`src/rtl/multdiv_pkg.sv`:
```
// -----------------------------------------------------------------------------
// multdiv_pkg
// Shared definitions for the iterative signed multiply/divide unit:
//   WIDTH     - operand / result width
//   CNT_BITS  - width of the iteration counter
//   ITER      - number of iterations per operation (one bit per cycle)
//   mdState_t - controller states
//   isLastIter() - true on the cycle whose counter value wraps back to zero
// -----------------------------------------------------------------------------
package multdiv_pkg;

    localparam int WIDTH    = 32;
    localparam int CNT_BITS = 5;
    localparam int ITER     = 32;

    typedef enum logic [1:0] {
        IDLE = 2'b00,
        MULT = 2'b01,
        DIV  = 2'b10,
        DONE = 2'b11
    } mdState_t;

    // The counter starts at zero on the start edge, so the final iteration is
    // the one that sees ITER-1 and wraps the counter back to zero.
    function automatic logic isLastIter(input logic [CNT_BITS-1:0] cnt);
        return (cnt == CNT_BITS'(ITER - 1));
    endfunction

endpackage

```
`src/rtl/addsub32.sv`:
```
// -----------------------------------------------------------------------------
// addsub32
// WIDTH-bit adder/subtractor.
//   a, b  : operands
//   sub   : 0 -> sum = a + b, 1 -> sum = a - b (a + ~b + 1)
//   sum   : WIDTH-bit result
//   cout  : carry out; for subtraction 1 means "no borrow" (a >= b unsigned)
// -----------------------------------------------------------------------------
module addsub32
    import multdiv_pkg::*;
#(
    parameter int WIDTH = multdiv_pkg::WIDTH
) (
    input  logic [WIDTH-1:0] a,
    input  logic [WIDTH-1:0] b,
    input  logic             sub,
    output logic [WIDTH-1:0] sum,
    output logic             cout
);

    logic [WIDTH-1:0] bEff_s;
    logic [WIDTH:0]   total_s;

    // Invert b and inject a carry-in of one for subtraction
    always_comb begin
        bEff_s  = sub ? ~b : b;
        total_s = {1'b0, a} + {1'b0, bEff_s} + {{WIDTH{1'b0}}, sub};
        sum     = total_s[WIDTH-1:0];
        cout    = total_s[WIDTH];
    end

endmodule

```
`src/rtl/multdiv_unit.sv`:
```
// -----------------------------------------------------------------------------
// multdiv_unit
// Iterative signed multiplier / divider, one bit per cycle over operand
// magnitudes with a sign fix at the end.
//   clock          - single clock, rising edge
//   reset          - asynchronous, active-high
//   ctrl_MULT      - one-cycle start pulse, signed multiply (wins over DIV)
//   ctrl_DIV       - one-cycle start pulse, signed divide
//   data_operandA  - multiplicand / dividend, sampled on the start edge
//   data_operandB  - multiplier / divisor, sampled on the start edge
//   data_result    - product low word or quotient (held until next result)
//   data_exception - multiply overflow, divide overflow or divide by zero
//   data_resultRDY - one-cycle result-valid pulse
//   busy           - high from the start edge through the RDY cycle
// Latency: RDY is visible in the 33rd cycle after the start pulse
// (1 cycle for a zero divisor). Start pulses while busy are ignored.
// -----------------------------------------------------------------------------
module multdiv_unit
    import multdiv_pkg::*;
#(
    parameter int WIDTH = multdiv_pkg::WIDTH
) (
    input  logic             clock,
    input  logic             reset,
    input  logic             ctrl_MULT,
    input  logic             ctrl_DIV,
    input  logic [WIDTH-1:0] data_operandA,
    input  logic [WIDTH-1:0] data_operandB,
    output logic [WIDTH-1:0] data_result,
    output logic             data_exception,
    output logic             data_resultRDY,
    output logic             busy
);

    // Controller / datapath state
    mdState_t            state_r;
    logic [CNT_BITS-1:0] cnt_r;
    logic [WIDTH-1:0]    accHi_r;
    logic [WIDTH-1:0]    accLo_r;
    logic [WIDTH-1:0]    opMag_r;     // |multiplicand| or |divisor|
    logic                negRes_r;    // result must be negated at the end
    logic [WIDTH-1:0]    result_r;
    logic                exception_r;
    logic                rdy_r;
    logic                busy_r;

    // Combinational datapath
    logic             inIdle_s;
    logic             inDiv_s;
    logic [WIDTH-1:0] shiftHi_s;
    logic [WIDTH-1:0] stepA_s;
    logic             stepSub_s;
    logic [WIDTH-1:0] stepSum_s;
    logic             stepCout_s;
    logic [WIDTH-1:0] nextHi_s;
    logic [WIDTH-1:0] nextLo_s;
    logic [WIDTH-1:0] negLoB_s;
    logic [WIDTH-1:0] negLoSum_s;
    logic             negLoCout_s;
    logic [WIDTH-1:0] negHiA_s;
    logic [WIDTH-1:0] negHiB_s;
    logic             negHiSub_s;
    logic [WIDTH-1:0] negHiSum_s;
    logic             negHiCout_s;
    logic             signA_s;
    logic             signB_s;
    logic [WIDTH-1:0] absA_s;
    logic [WIDTH-1:0] absB_s;
    logic             divZero_s;
    logic [2*WIDTH-1:0] mulFix_s;
    logic             mulOvf_s;
    logic [WIDTH-1:0] quot_s;
    logic             divOvf_s;

    assign inIdle_s = (state_r == IDLE);
    assign inDiv_s  = (state_r == DIV);

    // Division works on the accumulator shifted left by one; the remainder in
    // accHi_r is always below the divisor (<= 2^(WIDTH-1)), so its top bit is
    // zero and nothing is lost by the shift.
    assign shiftHi_s = {accHi_r[WIDTH-2:0], accLo_r[WIDTH-1]};
    assign stepA_s   = inDiv_s ? shiftHi_s : accHi_r;
    assign stepSub_s = inDiv_s;

    // Shared add step (multiply) and trial subtract (divide)
    addsub32 #(.WIDTH(WIDTH)) uStep (
        .a    (stepA_s),
        .b    (opMag_r),
        .sub  (stepSub_s),
        .sum  (stepSum_s),
        .cout (stepCout_s)
    );

    // Next value of the 2*WIDTH accumulator for one iteration
    always_comb begin
        nextHi_s = accHi_r;
        nextLo_s = accLo_r;
        if (inDiv_s) begin
            if (stepCout_s) begin
                // No borrow: keep the difference, quotient bit is one
                {nextHi_s, nextLo_s} = {stepSum_s, accLo_r[WIDTH-2:0], 1'b1};
            end else begin
                // Borrow: restore the shifted remainder, quotient bit is zero
                {nextHi_s, nextLo_s} = {shiftHi_s, accLo_r[WIDTH-2:0], 1'b0};
            end
        end else begin
            if (accLo_r[0]) begin
                {nextHi_s, nextLo_s} = {stepCout_s, stepSum_s, accLo_r[WIDTH-1:1]};
            end else begin
                {nextHi_s, nextLo_s} = {1'b0, accHi_r, accLo_r[WIDTH-1:1]};
            end
        end
    end

    // The two negators serve double duty: in IDLE they form |A| and |B| from
    // the live operands; otherwise they two's-complement the final
    // accumulator (low word first, its carry feeding the high word).
    assign negLoB_s   = inIdle_s ? data_operandA : nextLo_s;
    assign negHiA_s   = inIdle_s ? {WIDTH{1'b0}} : ~nextHi_s;
    assign negHiB_s   = inIdle_s ? data_operandB : {{(WIDTH-1){1'b0}}, negLoCout_s};
    assign negHiSub_s = inIdle_s;

    addsub32 #(.WIDTH(WIDTH)) uNegLo (
        .a    ({WIDTH{1'b0}}),
        .b    (negLoB_s),
        .sub  (1'b1),
        .sum  (negLoSum_s),
        .cout (negLoCout_s)
    );

    addsub32 #(.WIDTH(WIDTH)) uNegHi (
        .a    (negHiA_s),
        .b    (negHiB_s),
        .sub  (negHiSub_s),
        .sum  (negHiSum_s),
        .cout (negHiCout_s)
    );

    // Operand magnitudes, sign-fixed results and exception conditions
    always_comb begin
        signA_s   = data_operandA[WIDTH-1];
        signB_s   = data_operandB[WIDTH-1];
        absA_s    = signA_s ? negLoSum_s : data_operandA;
        absB_s    = signB_s ? negHiSum_s : data_operandB;
        // 0 - B produces no borrow only when B is zero
        divZero_s = negHiCout_s;
        mulFix_s  = negRes_r ? {negHiSum_s, negLoSum_s} : {nextHi_s, nextLo_s};
        // Overflow unless the upper WIDTH+1 bits are all equal
        mulOvf_s  = ~((&mulFix_s[2*WIDTH-1:WIDTH-1]) | ~(|mulFix_s[2*WIDTH-1:WIDTH-1]));
        quot_s    = negRes_r ? negLoSum_s : nextLo_s;
        // A positive quotient with the top bit set only arises from MIN / -1
        divOvf_s  = ~negRes_r & nextLo_s[WIDTH-1];
    end

    // Controller, accumulator and registered outputs
    always_ff @(posedge clock or posedge reset) begin
        if (reset) begin
            state_r     <= IDLE;
            cnt_r       <= {CNT_BITS{1'b0}};
            accHi_r     <= {WIDTH{1'b0}};
            accLo_r     <= {WIDTH{1'b0}};
            opMag_r     <= {WIDTH{1'b0}};
            negRes_r    <= 1'b0;
            result_r    <= {WIDTH{1'b0}};
            exception_r <= 1'b0;
            rdy_r       <= 1'b0;
            busy_r      <= 1'b0;
        end else begin
            case (state_r)
                IDLE: begin
                    rdy_r <= 1'b0;
                    if (ctrl_MULT) begin
                        state_r  <= MULT;
                        busy_r   <= 1'b1;
                        cnt_r    <= {CNT_BITS{1'b0}};
                        accHi_r  <= {WIDTH{1'b0}};
                        accLo_r  <= absB_s;
                        opMag_r  <= absA_s;
                        negRes_r <= signA_s ^ signB_s;
                    end else if (ctrl_DIV) begin
                        busy_r   <= 1'b1;
                        cnt_r    <= {CNT_BITS{1'b0}};
                        accHi_r  <= {WIDTH{1'b0}};
                        negRes_r <= signA_s ^ signB_s;
                        if (divZero_s) begin
                            state_r     <= DONE;
                            accLo_r     <= {WIDTH{1'b0}};
                            opMag_r     <= {WIDTH{1'b0}};
                            result_r    <= {WIDTH{1'b0}};
                            exception_r <= 1'b1;
                            rdy_r       <= 1'b1;
                        end else begin
                            state_r <= DIV;
                            accLo_r <= absA_s;
                            opMag_r <= absB_s;
                        end
                    end else begin
                        busy_r <= 1'b0;
                    end
                end
                MULT: begin
                    cnt_r   <= cnt_r + {{(CNT_BITS-1){1'b0}}, 1'b1};
                    accHi_r <= nextHi_s;
                    accLo_r <= nextLo_s;
                    if (isLastIter(cnt_r)) begin
                        state_r     <= DONE;
                        result_r    <= mulFix_s[WIDTH-1:0];
                        exception_r <= mulOvf_s;
                        rdy_r       <= 1'b1;
                    end
                end
                DIV: begin
                    cnt_r   <= cnt_r + {{(CNT_BITS-1){1'b0}}, 1'b1};
                    accHi_r <= nextHi_s;
                    accLo_r <= nextLo_s;
                    if (isLastIter(cnt_r)) begin
                        state_r     <= DONE;
                        result_r    <= quot_s;
                        exception_r <= divOvf_s;
                        rdy_r       <= 1'b1;
                    end
                end
                DONE: begin
                    // Start pulses seen here are dropped: busy is still high
                    state_r <= IDLE;
                    rdy_r   <= 1'b0;
                    busy_r  <= 1'b0;
                end
                default: begin
                    state_r <= IDLE;
                    rdy_r   <= 1'b0;
                    busy_r  <= 1'b0;
                end
            endcase
        end
    end

    assign data_result    = result_r;
    assign data_exception = exception_r;
    assign data_resultRDY = rdy_r;
    assign busy           = busy_r;

endmodule

```
`config.mk`:
```
export PLATFORM = sky130hd
export DESIGN_NAME = multdiv_unit
export DESIGN_NICKNAME = d
export VERILOG_FILES = /design/src/rtl/multdiv_pkg.sv /design/src/rtl/addsub32.sv /design/src/rtl/multdiv_unit.sv
export SDC_FILE = /design/constraint.sdc
export NUM_CORES = 1
export LEC_CHECK = 0
export BUFFER_PORTS_ARGS = -buffer_cell sky130_fd_sc_hd__buf_2
export CORE_ASPECT_RATIO = 0.5
export CORE_MARGIN = 2
export CORE_UTILIZATION = 40
export CTS_CLUSTER_SIZE = 16
export DETAILED_ROUTE_END_ITERATION = 8
export PLACE_DENSITY = 0.69
export SLEW_MARGIN = 15
export SYNTH_ARGS = -nofsm -noshare
export SYNTH_HDL_FRONTEND = slang
export SYNTH_SLANG_ARGS = --single-unit
```
`constraint.sdc`:
```
create_clock -name clock -period 17.6 [get_ports clock]
set_input_delay 3.52 -clock clock [delete_from_list [all_inputs] [get_ports clock]]
set_output_delay 3.52 -clock clock [all_outputs]
set_load 0.01 [all_outputs]
```
# Yosys cells after proc, flatten, opt, wreduce, memory -nomap -nowiden
# Index checks and enable logic that the tools add are counted.
# op_classes
muxes	56
n_bitwise	10
n_addsub	6
reduce_logical	12
eq_ne	11
# ops
operator	n
two-way mux 32 bit	27
inverter 32 bit	4
one-hot mux 32 bit (2 select lines)	2
one-hot mux 32 bit (3 select lines)	1
adder 32 x 32 -> 33 bit	2
adder 33 x 1 -> 33 bit	2
two-way mux 64 bit	1
adder 32 x 1 -> 33 bit, second input constant	1
AND reduction 33 bit	1
OR reduction 33 bit	1
two-way mux 1 bit	15
two-way mux 5 bit	2
one-hot mux 5 bit (2 select lines)	1
two-way mux 2 bit	3
inequality test 2 x 1 -> 1 bit, second input constant	3
inequality test 2 bit, second input constant	3
one-hot mux 1 bit (3 select lines)	2
one-hot mux 2 bit (3 select lines)	1
AND reduction 2 bit	3
AND reduction 6 bit	1
nonzero test 2 bit	3
adder 5 x 1 -> 5 bit, second input constant	1
== test 5 bit, second input constant	1
== test 2 bit, second input constant	2
other kinds (10)	12
# word_totals
reg_bits	139
wordCells	105

# Depth between registers and ports, before layout
# Gate-level depths: netlist of run 1.
# logic_depth
word_depth	21
depth_mapped	48
depth_no_buf	33

# By module
# Synthesis of run 1 repeated with hierarchy kept, for this count alone.
# unflattened
cells_unflattened	1988
area_unflattened_um2	16171.8
# modules_own_cells
module	n_inst	area_each_um2	cells_per_inst	seq_area_each_um2
multdiv_unit	1	9894.5	1097	3478.3
addsub32 at uNegHi ...	2	2100.8	300	0.0
addsub32 at uStep	1	2075.7	291	0.0

# Least setup slack after synthesis of run 1
# No wires, ideal clock.
# synth_path
kind	register to register
startpoint	register state_r[0]
endpoint	register accLo_r[23]
required_time_ns	17.473
arrival_time_ns	9.710
path_stages_with_launch	45
synth_period_minus_slack_ns	9.837
path_buffers	16
slack_ns	7.763
cell_sequence	dfrtp_1 -> inv_1 -> ha_1 -> buf_6 -> buf_8 -> buf_6 -> buf_4 -> buf_2 -> buf_1 -> buf_1 -> clkbuf_1 -> clkbuf_1 -> buf_1 -> buf_1 -> nand2_1 -> o21ai_0 -> ha_1 -> buf_2 -> (+9 left out) -> nor3_4 -> and2_4 -> buf_8 -> nand3_4 -> o21ai_0 -> ha_1 -> inv_1 -> o41a_1 -> o41ai_2 -> a41oi_1 -> nand4b_4 -> nor4_2 -> a31o_2 -> clkbuf_1 -> buf_2 -> o22ai_1 -> a222oi_1 -> inv_1
# synth_between
elab_chain_len	18
word_cells_on_any_way	33
cone_classes	add/sub (5); eq/ne (3); mux (18); bitwise (3); reduce/logical (4)
# synth_lines
element	line	source
start, declared	multdiv_unit.sv:36	mdState_t state_r;
start signal, assigned	multdiv_unit.sv:158	state_r <= IDLE;
start signal, assigned	multdiv_unit.sv:173	state_r <= MULT;
start signal, assigned	multdiv_unit.sv:186	state_r <= DONE;
== test 2 bit	multdiv_unit.sv:76, multdiv_unit.sv:169	
two-way mux 32 bit, on equally long branches	multdiv_unit.sv:82, addsub32.sv:26	
adder 32 x 32 -> 33 bit	addsub32.sv:27	total_s = {1'b0, a} + {1'b0, bEff_s} + {{WIDTH{1'b0}}, sub};
adder 33 x 1 -> 33 bit	addsub32.sv:27	
two-way mux 1 bit / two-way mux 32 bit (equally long branches)	multdiv_unit.sv:99, multdiv_unit.sv:107	
two-way mux 32 bit	multdiv_unit.sv:98	if (inDiv_s) begin
two-way mux 32 bit	multdiv_unit.sv:118	assign negLoB_s = inIdle_s ? data_operandA : nextLo_s;
inverter 32 bit	addsub32.sv:26	bEff_s = sub ? ~b : b;
(+2 left out)	--	
inverter 32 bit	addsub32.sv:26	
two-way mux 32 bit	addsub32.sv:26	
adder 32 x 32 -> 33 bit	addsub32.sv:27	
adder 33 x 1 -> 33 bit	addsub32.sv:27	
two-way mux 32 bit	multdiv_unit.sv:185	if (divZero_s) begin
two-way mux 32 bit	multdiv_unit.sv:180	end else if (ctrl_DIV) begin
two-way mux 32 bit	multdiv_unit.sv:172	if (ctrl_MULT) begin
one-hot mux 32 bit (2 select lines)	multdiv_unit.sv:169	case (state_r)
end signal, assigned	multdiv_unit.sv:177	accLo_r <= absB_s;
end signal, assigned	multdiv_unit.sv:187	accLo_r <= {WIDTH{1'b0}};
end signal, assigned	multdiv_unit.sv:194	accLo_r <= absA_s;
end, declared	multdiv_unit.sv:39	logic [WIDTH-1:0] accLo_r;
# Parallel ways exist; a longest one is shown, timed or not. The select of a mux whose other input is x is not followed.
# A chain may end at the register's enable or synchronous reset.

# Worst setup path after layout of run 1
# layout_path
startpoint	register state_r[0]
endpoint	register result_r[10] (netlist: data_result[10])
# layout_between
elab_chain_len	16
word_cells_on_any_way	35
cone_classes	add/sub (5); eq/ne (7); mux (17); bitwise (3); reduce/logical (3)
# layout_lines
element	line	source
== test 2 bit	multdiv_unit.sv:76, multdiv_unit.sv:169	
two-way mux 32 bit, on equally long branches	multdiv_unit.sv:82, addsub32.sv:26	
adder 32 x 32 -> 33 bit	addsub32.sv:27	
adder 33 x 1 -> 33 bit	addsub32.sv:27	
two-way mux 1 bit / two-way mux 32 bit (equally long branches)	multdiv_unit.sv:99, multdiv_unit.sv:107	
two-way mux 32 bit	multdiv_unit.sv:98	
two-way mux 32 bit	multdiv_unit.sv:118	
inverter 32 bit	addsub32.sv:26	
adder 32 x 1 -> 33 bit	addsub32.sv:27	
two-way mux 32 bit	multdiv_unit.sv:120	assign negHiB_s = inIdle_s ? data_operandB : {{(WIDTH-1){1'b0}}, negLoCout_s};
inverter 32 bit	addsub32.sv:26	
two-way mux 32 bit	addsub32.sv:26	
adder 32 x 32 -> 33 bit	addsub32.sv:27	
adder 33 x 1 -> 33 bit	addsub32.sv:27	
inequality test 2 x 1 -> 1 bit (no line)	--	
AND reduction 6 bit (no line)	--	
end signal, assigned	multdiv_unit.sv:164	result_r <= {WIDTH{1'b0}};
end signal, assigned	multdiv_unit.sv:189	result_r <= {WIDTH{1'b0}};
end signal, assigned	multdiv_unit.sv:207	result_r <= mulFix_s[WIDTH-1:0];
end, declared	multdiv_unit.sv:42	logic [WIDTH-1:0] result_r;
# Parallel ways exist; a longest one is shown, timed or not. The select of a mux whose other input is x is not followed.

==> flow_summary.html, run 1 <==
<table>
<tr><th>Metric</th><th>Value</th></tr>
<tr><th colspan="2">Status</th></tr>
<tr><td>Run status</td><td>completed</td></tr>
<tr><th colspan="2">Floorplan</th></tr>
<tr><td>Die area</td><td>0.0415 sq mm</td></tr>
<tr><td>Site Rows</td><td>51</td></tr>
<tr><td>Starting density of the core</td><td>40.8%</td></tr>
<tr><td>I/O pin count</td><td>103</td></tr>
<tr><td>Height of the chip</td><td>145 microns</td></tr>
<tr><td>Floorplan Core Area</td><td>0.0391 sq mm</td></tr>
<tr><td>Width of the die</td><td>286 microns</td></tr>
<tr><th colspan="2">Timing</th></tr>
<tr><td>Post-Route Skew</td><td>13.4 ps</td></tr>
<tr><td>Final setup vio count</td><td>0</td></tr>
<tr><td>Slew Viols, Final</td><td>0</td></tr>
<tr><td>Number of hold violations in the final report</td><td>0</td></tr>
<tr><td>Slew @ Worst Pin</td><td>1090 ps</td></tr>
<tr><td>Worst slew margin</td><td>27.2%</td></tr>
<tr><td>Fin Setup TNS</td><td>0 ps</td></tr>
<tr><td>Final worst path period need</td><td>11450 ps</td></tr>
<tr><td>Period utilisation layout</td><td>65.1%</td></tr>
<tr><td>RSZ-0062 raised after global routing</td><td>no</td></tr>
<tr><td>Max Clock Freq</td><td>0.0873 GHz</td></tr>
<tr><th colspan="2">Critical path</th></tr>
<tr><td>CP startpoint kind</td><td>flip-flop</td></tr>
<tr><td>Internal reg-to-reg setup slack</td><td>6150 ps</td></tr>
<tr><td>Arrival time at the worst endpoint</td><td>11770 ps</td></tr>
<tr><td>Critical-path maximum fanout</td><td>80</td></tr>
<tr><td>Worst reg2reg path endpoint</td><td>data_result[10]</td></tr>
<tr><td>Worst endpoint required time</td><td>17920 ps</td></tr>
<tr><td>Kind of capture point of the worst setup path</td><td>flip-flop</td></tr>
<tr><td>Critical path class</td><td>flip-flop to flip-flop</td></tr>
<tr><td>Most used cell along the critical path</td><td>sky130_fd_sc_hd__ha_1</td></tr>
<tr><td>Reg2Reg Launch Point</td><td>state_r[0]</td></tr>
<tr><td>Peak per-stage delay on the critical path</td><td>820 ps</td></tr>
<tr><td>Number of cells on the worst reg-to-reg path</td><td>28</td></tr>
<tr><td>Slowest CP cell</td><td>sky130_fd_sc_hd__buf_4</td></tr>
<tr><th colspan="2">Worst hold path</th></tr>
<tr><td>Cell count of the worst hold path</td><td>2</td></tr>
<tr><td>Type of the tightest min-delay check</td><td>flip-flop to flip-flop</td></tr>
<tr><td>Hold worst-path end</td><td>data_result[31]</td></tr>
<tr><td>Hold path start</td><td>data_result[31]</td></tr>
<tr><th colspan="2">Drt</th></tr>
<tr><td>Remaining number of nets flagged by the antenna check after routing</td><td>0</td></tr>
<tr><td>Routed wire length</td><td>57800 microns</td></tr>
<tr><td>Initial detailed-routing violation count</td><td>2276</td></tr>
<tr><td>Routed wire per std cell</td><td>22.3 microns</td></tr>
<tr><td>Vias per std cell</td><td>6.36</td></tr>
<tr><td>Post-route DRC</td><td>0</td></tr>
<tr><td>Drt first pass iters</td><td>6</td></tr>
<tr><td>Number of vias after detailed routing</td><td>16500</td></tr>
<tr><th colspan="2">Global routing</th></tr>
<tr><td>GRT Total Usage</td><td>27.0%</td></tr>
<tr><td>Maximum number of pins on one net before global-route repair</td><td>87</td></tr>
<tr><td>Number of global-route vias before repair</td><td>14400</td></tr>
<tr><td>Number of antenna violations at the first check in global routing</td><td>0</td></tr>
<tr><td>Leftover overflow at the end of global routing</td><td>0</td></tr>
<tr><td>Wire length of the first global-routing pass</td><td>88500 microns</td></tr>
<tr><th colspan="2">Synthesis</th></tr>
<tr><td>Top-area cell type share of the netlist area</td><td>21.8%</td></tr>
<tr><td>Synth warnings</td><td>0</td></tr>
<tr><td>Cell types with the largest area share after synthesis</td><td>sky130_fd_sc_hd__dfrtp_1 22%, sky130_fd_sc_hd__nand2_1 6.4%, sky130_fd_sc_hd__o21ai_0 5.1%, sky130_fd_sc_hd__mux2_2 4.9%, sky130_fd_sc_hd__mux2i_1 4.6%</td></tr>
<tr><td>Most used standard cells in the synthesized netlist</td><td>272 x sky130_fd_sc_hd__nand2_1, 179 x sky130_fd_sc_hd__nor2_1, 161 x sky130_fd_sc_hd__o21ai_0</td></tr>
<tr><td>Proportion of synthesized chip area in sequential cells</td><td>21.8%</td></tr>
<tr><td>Post-synth top area cell</td><td>sky130_fd_sc_hd__dfrtp_1</td></tr>
<tr><td>Count of flip-flops with a built-in enable after synthesis</td><td>0</td></tr>
<tr><td>Share of async-settable or async-resettable flops after synthesis</td><td>100%</td></tr>
<tr><td>Most used flip-flop cell after synthesis</td><td>sky130_fd_sc_hd__dfrtp_1</td></tr>
<tr><td>Netlist cell types</td><td>122</td></tr>
<tr><td>Cell area after synthesis</td><td>0.0159 sq mm</td></tr>
<tr><td>Most instantiated library cell after synthesis</td><td>sky130_fd_sc_hd__nand2_1</td></tr>
<tr><td>Net count after synthesis</td><td>2184</td></tr>
<tr><td>Synthesized flop and latch total</td><td>139</td></tr>
<tr><td>Instance count of the mapped netlist</td><td>2073</td></tr>
<tr><td>Average cell area after synthesis</td><td>7.69 sq um</td></tr>
<tr><th colspan="2">CTS</th></tr>
<tr><td>Post-CTS Hold Fix Bufs</td><td>0</td></tr>
<tr><td>Number of resized instances in the post-cts repair step</td><td>0</td></tr>
<tr><td>Max Root-Sink Buffers</td><td>2</td></tr>
<tr><td>Clock Sinks</td><td>139</td></tr>
<tr><td>Clock-pin slew on the worst setup and hold paths</td><td>70 ps</td></tr>
<tr><td>Post CTS Setup Buffer Count</td><td>0</td></tr>
<tr><td>CTS tree</td><td>built</td></tr>
<tr><td>Clock Tree Root</td><td>sky130_fd_sc_hd__clkbuf_16</td></tr>
<tr><td>Clk_lat worst skew</td><td>440 ps</td></tr>
<tr><td>TritonCTS Buffers</td><td>17</td></tr>
<tr><td>Maximum level of the CTS H-tree</td><td>4</td></tr>
<tr><th colspan="2">Placement</th></tr>
<tr><td>Final weighted congestion of routability-driven global placement</td><td>0.958</td></tr>
<tr><td>Half-perimeter wire length after detailed placement</td><td>41800 microns</td></tr>
<tr><td>Buffers added on ports</td><td>102</td></tr>
<tr><th colspan="2">Cells and area</th></tr>
<tr><td>Number of antenna diodes</td><td>0</td></tr>
<tr><td>Layout cells sized above 1</td><td>15.1%</td></tr>
<tr><td>Layout-stage area growth over the synthesis result</td><td>7.96%</td></tr>
<tr><td>Final net count</td><td>2165</td></tr>
<tr><th colspan="2">Run</th></tr>
<tr><td>Number of max-cap violations</td><td>0</td></tr>
</table>
==> logic make-up (layout without fill, tap and decap cells) <==
family          Yosys count  count (layout)  share of synthesized area [%]
mux                     156             156                           10.7
simple gates            729             729                           22.0
buf+inv                 199             193                           5.69
flops                   139             139                           21.8
compound gates          688             688                           29.9
fa+ha+maj                43              43                           3.42
xor+xnor                119             119                           6.54
==> worst max-delay path by stage <==
stage	start	endpoint	slack, ps
after CTS	state_r[0]	data_result[11]	6370
after global placement	state_r[0]	data_result[10]	6850
final	state_r[0]	data_result[10]	6150
after detailed placement	state_r[0]	data_result[21]	6440
after floorplan	state_r[0]	accLo_r[23]	7760
after global routing	state_r[0]	data_result[10]	5500
==> metrics by stage <==
| stage | area [sq um] | std cells | setup slack [ps] | util, % | hold slack, ps |
|---|---|---|---|---|---|
| floorplan | 15900 | 2073 | 7760 | - | 459 |
| finish | 17200 | 2597 | 6150 | 44.0 | 471 |
| global route | 17200 | 2597 | 5500 | 44.0 | 499 |
| detailed placement | 16600 | 2565 | 6440 | 42.4 | 460 |
| CTS | 17200 | 2597 | 6370 | 44.0 | 475 |
| global placement | 16600 | 2565 | 6850 | 42.4 | 456 |
==> flip-flops by register name (all words and copies together) (netlist names) <==
register	cells
accHi_r	32
accLo_r	32
busy	1
cnt_r	5
data_exception	1
data_result	32
data_resultRDY	1
negRes_r	1
opMag_r	32
state_r	2
==> cell usage in the layout, fill, tap and decap left out, types with 13 or more instances in the layout <==
cell type / netlist / layout
sky130_fd_sc_hd__nand4_1: 24 / 24
sky130_fd_sc_hd__inv_1: 36 / 35
sky130_fd_sc_hd__clkbuf_16: 0 / 17
sky130_fd_sc_hd__o21a_1: 17 / 17
sky130_fd_sc_hd__mux2_2: 70 / 70
sky130_fd_sc_hd__mux2i_1: 73 / 73
sky130_fd_sc_hd__and3_1: 19 / 19
sky130_fd_sc_hd__a21o_1: 27 / 27
sky130_fd_sc_hd__a211oi_1: 29 / 29
sky130_fd_sc_hd__o21ai_0: 161 / 161
sky130_fd_sc_hd__a22oi_1: 20 / 20
sky130_fd_sc_hd__nor2b_1: 14 / 14
sky130_fd_sc_hd__xnor2_1: 47 / 47
sky130_fd_sc_hd__xor2_1: 72 / 72
sky130_fd_sc_hd__buf_4: 17 / 21
sky130_fd_sc_hd__o22ai_1: 23 / 23
sky130_fd_sc_hd__nand2b_1: 18 / 18
sky130_fd_sc_hd__a21oi_1: 139 / 139
sky130_fd_sc_hd__nor3_1: 48 / 48
sky130_fd_sc_hd__buf_2: 22 / 102
sky130_fd_sc_hd__nor2_1: 179 / 179
sky130_fd_sc_hd__a22o_1: 19 / 19
sky130_fd_sc_hd__ha_1: 42 / 40
sky130_fd_sc_hd__o31ai_1: 41 / 41
sky130_fd_sc_hd__o41ai_1: 15 / 15
sky130_fd_sc_hd__dfrtp_1: 139 / 138
sky130_fd_sc_hd__nand2_1: 272 / 272
sky130_fd_sc_hd__or3_1: 18 / 18
sky130_fd_sc_hd__o211ai_1: 13 / 13
sky130_fd_sc_hd__nor4_1: 14 / 14
sky130_fd_sc_hd__a31oi_1: 21 / 21
sky130_fd_sc_hd__nand3_1: 44 / 44
==> final cells by class <==
type	instances	area, sq um
sequential	139	3480
timing repair buffer	123	668
clock buffer	19	433
fill	3923	21900
inverter	38	150
clock inverter	13	203
multi-input combinational	1735	11600
tap	530	663
==> worst max-delay path, delay by kind of cell, from the launching register on <==
family	cells	cell delay [ps]
compound gates	12	5470
buf+inv	3	1110
mux	1	420
simple gates	8	2150
fa+ha+maj	4	1620
flops	1	440
==> routing by layer <==
layer / vias to the layer above / GRT usage, % / share of wire [%] / routed length [microns]
li1: 7660 / - / - / -
met1: 7907 / 41.4 / 46 / 26700
met2: 878 / 38.8 / 41 / 24000
met3: 81 / 4.76 / 10 / 5910
met4: 0 / 5.89 / 2.2 / 1260
met5: - / 0 / 0 / 0
Power of run 1 is left out: the tool's default activity adds up to more than one toggle a clock period on the data nets, which glitch-free logic cannot reach.
==> inputs of run 2 (changes only) <==
==> constraint.sdc (replaced) <==
create_clock -name clock -period 11.7 [get_ports clock]
set_input_delay 2.34 -clock clock [delete_from_list [all_inputs] [get_ports clock]]
set_output_delay 2.34 -clock clock [all_outputs]
set_load 0.01 [all_outputs]
==> run 2 against run 1 <==
  * First-iteration DRC count decreased by 7.0%
  * Maximum frequency up 13%
  * Critical path depth did not move
  * Global-route usage about the same
  * Register-to-register slack got worse by 4600 ps
  * Cell count up 0.19%
  * Clock skew is essentially flat
  * Highest routed layer unchanged
==> flow_summary.html, run 2 (same netlist as run 1, synthesis figures left out) <==
<table>
<tr><th>Metric</th><th>Value</th></tr>
<tr><th colspan="2">Run</th></tr>
<tr><td>Number of max-cap violations</td><td>0 (unchanged)</td></tr>
<tr><th colspan="2">Timing</th></tr>
<tr><td>Slew @ Worst Pin</td><td>1180 ps (was 1090 ps)</td></tr>
<tr><td>Slew Viols, Final</td><td>0 (unchanged)</td></tr>
<tr><td>Number of hold violations in the final report</td><td>0 (unchanged)</td></tr>
<tr><td>Worst slew margin</td><td>21.5% (was 27.2%)</td></tr>
<tr><td>Fin Setup TNS</td><td>0 ps (unchanged)</td></tr>
<tr><td>Post-Route Skew</td><td>13.2 ps (was 13.4 ps)</td></tr>
<tr><td>Final setup vio count</td><td>0 (unchanged)</td></tr>
<tr><td>Final worst path period need</td><td>10140 ps (was 11450 ps)</td></tr>
<tr><td>RSZ-0062 raised after global routing</td><td>no (unchanged)</td></tr>
<tr><td>Period utilisation layout</td><td>86.6% (was 65.1%)</td></tr>
<tr><td>Max Clock Freq</td><td>0.0986 GHz (was 0.0873 GHz)</td></tr>
<tr><th colspan="2">Floorplan</th></tr>
<tr><td>Site Rows</td><td>51 (unchanged)</td></tr>
<tr><td>Width of the die</td><td>286 microns (unchanged)</td></tr>
<tr><td>Die area</td><td>0.0415 sq mm (unchanged)</td></tr>
<tr><td>Height of the chip</td><td>145 microns (unchanged)</td></tr>
<tr><td>I/O pin count</td><td>103 (unchanged)</td></tr>
<tr><td>Floorplan Core Area</td><td>0.0391 sq mm (unchanged)</td></tr>
<tr><td>Starting density of the core</td><td>40.8% (unchanged)</td></tr>
<tr><th colspan="2">Placement</th></tr>
<tr><td>Buffers added on ports</td><td>102 (unchanged)</td></tr>
<tr><td>Cell count after placement</td><td>2570 (was 2565)</td></tr>
<tr><td>Final weighted congestion of routability-driven global placement</td><td>0.957 (was 0.958)</td></tr>
<tr><td>Half-perimeter wire length after detailed placement</td><td>42100 microns (was 41800 microns)</td></tr>
<tr><th colspan="2">Global routing</th></tr>
<tr><td>Wire length of the first global-routing pass</td><td>89100 microns (was 88500 microns)</td></tr>
<tr><td>GRT Total Usage</td><td>27.0% (about the same)</td></tr>
<tr><td>Number of antenna violations at the first check in global routing</td><td>1 (was 0)</td></tr>
<tr><td>Number of global-route vias before repair</td><td>14900 (was 14400)</td></tr>
<tr><td>Leftover overflow at the end of global routing</td><td>0 (unchanged)</td></tr>
<tr><td>Maximum number of pins on one net before global-route repair</td><td>85 (was 87)</td></tr>
<tr><th colspan="2">Critical path</th></tr>
<tr><td>Arrival time at the worst endpoint</td><td>10460 ps (was 11770 ps)</td></tr>
<tr><td>Critical path class</td><td>flip-flop to flip-flop (unchanged)</td></tr>
<tr><td>CP startpoint kind</td><td>flip-flop (unchanged)</td></tr>
<tr><td>Most used cell along the critical path</td><td>sky130_fd_sc_hd__ha_1 (unchanged)</td></tr>
<tr><td>Worst endpoint required time</td><td>12020 ps (was 17920 ps)</td></tr>
<tr><td>Slowest CP cell</td><td>sky130_fd_sc_hd__a211o_2 (was sky130_fd_sc_hd__buf_4)</td></tr>
<tr><td>Kind of capture point of the worst setup path</td><td>flip-flop (unchanged)</td></tr>
<tr><td>Number of cells on the worst reg-to-reg path</td><td>28 (unchanged)</td></tr>
<tr><td>Reg2Reg Launch Point</td><td>state_r[0] (unchanged)</td></tr>
<tr><td>Crit-path leading delay family</td><td>compound AO/OA/AOI/OAI gates (unchanged)</td></tr>
<tr><td>Peak per-stage delay on the critical path</td><td>760 ps (was 820 ps)</td></tr>
<tr><td>Critical path buffers and inverters</td><td>3 (unchanged)</td></tr>
<tr><td>Internal reg-to-reg setup slack</td><td>1560 ps (was 6150 ps)</td></tr>
<tr><td>Critical-path maximum fanout</td><td>66 (was 80)</td></tr>
<tr><td>Worst reg2reg path endpoint</td><td>data_result[10] (unchanged)</td></tr>
<tr><th colspan="2">CTS</th></tr>
<tr><td>Clock Tree Root</td><td>sky130_fd_sc_hd__clkbuf_16 (unchanged)</td></tr>
<tr><td>Number of resized instances in the post-cts repair step</td><td>0 (unchanged)</td></tr>
<tr><td>Post-CTS Hold Fix Bufs</td><td>0 (unchanged)</td></tr>
<tr><td>Clock-pin slew on the worst setup and hold paths</td><td>70 ps (about the same)</td></tr>
<tr><td>Maximum level of the CTS H-tree</td><td>4 (unchanged)</td></tr>
<tr><td>CTS tree</td><td>built (unchanged)</td></tr>
<tr><td>Clk_lat worst skew</td><td>450 ps (was 440 ps)</td></tr>
<tr><td>TritonCTS Buffers</td><td>17 (unchanged)</td></tr>
<tr><td>Max Root-Sink Buffers</td><td>2 (unchanged)</td></tr>
<tr><td>Clock Sinks</td><td>139 (unchanged)</td></tr>
<tr><td>Post CTS Setup Buffer Count</td><td>0 (unchanged)</td></tr>
<tr><th colspan="2">Drt</th></tr>
<tr><td>Post-route DRC</td><td>0 (unchanged)</td></tr>
<tr><td>Vias per std cell</td><td>6.35 (was 6.36)</td></tr>
<tr><td>Number of vias after detailed routing</td><td>16500 (about the same)</td></tr>
<tr><td>Initial detailed-routing violation count</td><td>2117 (was 2276)</td></tr>
<tr><td>Routed wire length</td><td>57700 microns (was 57800 microns)</td></tr>
<tr><td>Drt first pass iters</td><td>7 (was 6)</td></tr>
<tr><td>Routed wire per std cell</td><td>22.2 microns (was 22.3 microns)</td></tr>
<tr><td>Remaining number of nets flagged by the antenna check after routing</td><td>0 (unchanged)</td></tr>
<tr><th colspan="2">Cells and area</th></tr>
<tr><td>Storage cell area</td><td>0.00348 sq mm (unchanged)</td></tr>
<tr><td>Leading cell type in the layout, fill and taps excluded</td><td>sky130_fd_sc_hd__nand2_1 (unchanged)</td></tr>
<tr><td>Layout cells sized above 1</td><td>15.3% (was 15.1%)</td></tr>
<tr><td>Area of the multi-input gates</td><td>0.0116 sq mm (unchanged)</td></tr>
<tr><td>Final net count</td><td>2170 (was 2165)</td></tr>
<tr><td>Highest-count cells in the layout ignoring fill and taps</td><td>272 x sky130_fd_sc_hd__nand2_1, 179 x sky130_fd_sc_hd__nor2_1, 161 x sky130_fd_sc_hd__o21ai_0, 139 x sky130_fd_sc_hd__a21oi_1, 138 x sky130_fd_sc_hd__dfrtp_1 (unchanged)</td></tr>
<tr><td>Post-layout util</td><td>44.2% (was 44.0%)</td></tr>
<tr><td>Filler cell count</td><td>3912 (was 3923)</td></tr>
<tr><td>Final cell count without fillers</td><td>2602 (was 2597)</td></tr>
<tr><td>Layout-stage area growth over the synthesis result</td><td>8.28% (was 7.96%)</td></tr>
<tr><th colspan="2">Worst hold path</th></tr>
<tr><td>Hold worst-path end</td><td>data_result[0] (was data_result[31])</td></tr>
<tr><td>Hold path start</td><td>data_result[0] (was data_result[31])</td></tr>
<tr><td>Cell count of the worst hold path</td><td>2 (unchanged)</td></tr>
<tr><td>Type of the tightest min-delay check</td><td>flip-flop to flip-flop (unchanged)</td></tr>
<tr><th colspan="2">Status</th></tr>
<tr><td>Run status</td><td>completed (unchanged)</td></tr>
</table>
==> run 2: changes by cell type in the layout (fill, tap and decap cells not counted) <==
cell | previous run | this run
sky130_fd_sc_hd__inv_6 | 5 | 3
sky130_fd_sc_hd__inv_8 | 2 | 1
sky130_fd_sc_hd__buf_4 | 21 | 26
sky130_fd_sc_hd__bufinv_16 | 4 | 5
sky130_fd_sc_hd__clkinv_4 | 2 | 4
sky130_fd_sc_hd__diode_2 | 0 | 1
sky130_fd_sc_hd__clkinvlp_4 | 1 | 0
==> run 2: worst min-delay path: stages (launching register included) <==
cell and delay (ps):
sky130_fd_sc_hd__dfrtp_1 340, sky130_fd_sc_hd__nand2_1 50, sky130_fd_sc_hd__o31ai_1 60
==> run 2: worst max path at each step <==
| stage | endpoint | start | cells after the start |
|---|---|---|---|
| floorplan | accLo_r[23] | state_r[0] | 44 |
| global placement | data_result[6] | state_r[0] | 28 |
| detailed placement | data_result[10] | state_r[0] | 28 |
| CTS | data_result[10] | state_r[0] | 28 |
| global route | data_result[11] | state_r[0] | 30 |
| finish | data_result[10] | state_r[0] | 28 |
==> run 2: stage by stage <==
stage / worst slack [ps] / instance area, sq um / hold WS [ps]
after floorplan: 1860 / 15900 / 459
after global placement: 2050 / 16600 / 454
after detailed placement: 1780 / 16600 / 463
after CTS: 1730 / 17200 / 479
after global routing: 783 / 17300 / 502
final: 1560 / 17300 / 479
==> run 2: layout make-up <==
type	instances	share of cell area, %
Multi-Input combinational cell	1735	67.3
Sequential cell	139	20.2
Timing Repair Buffer	128	4.09
Tap cell	530	3.84
Clock buffer	19	2.51
Clock inverter	12	1.24
Inverter	38	0.870
Antenna cell	1	0.0145
==> run 2: layer usage <==
metal	wire length, microns	track usage, %	up-vias
met4	1470	7.43	0
met1	26400	39.6	7962
li1	-	-	7663
met3	6050	7.63	97
met2	23700	38.2	809
met5	0	0	-
Power of run 2 is left out for the same reason.
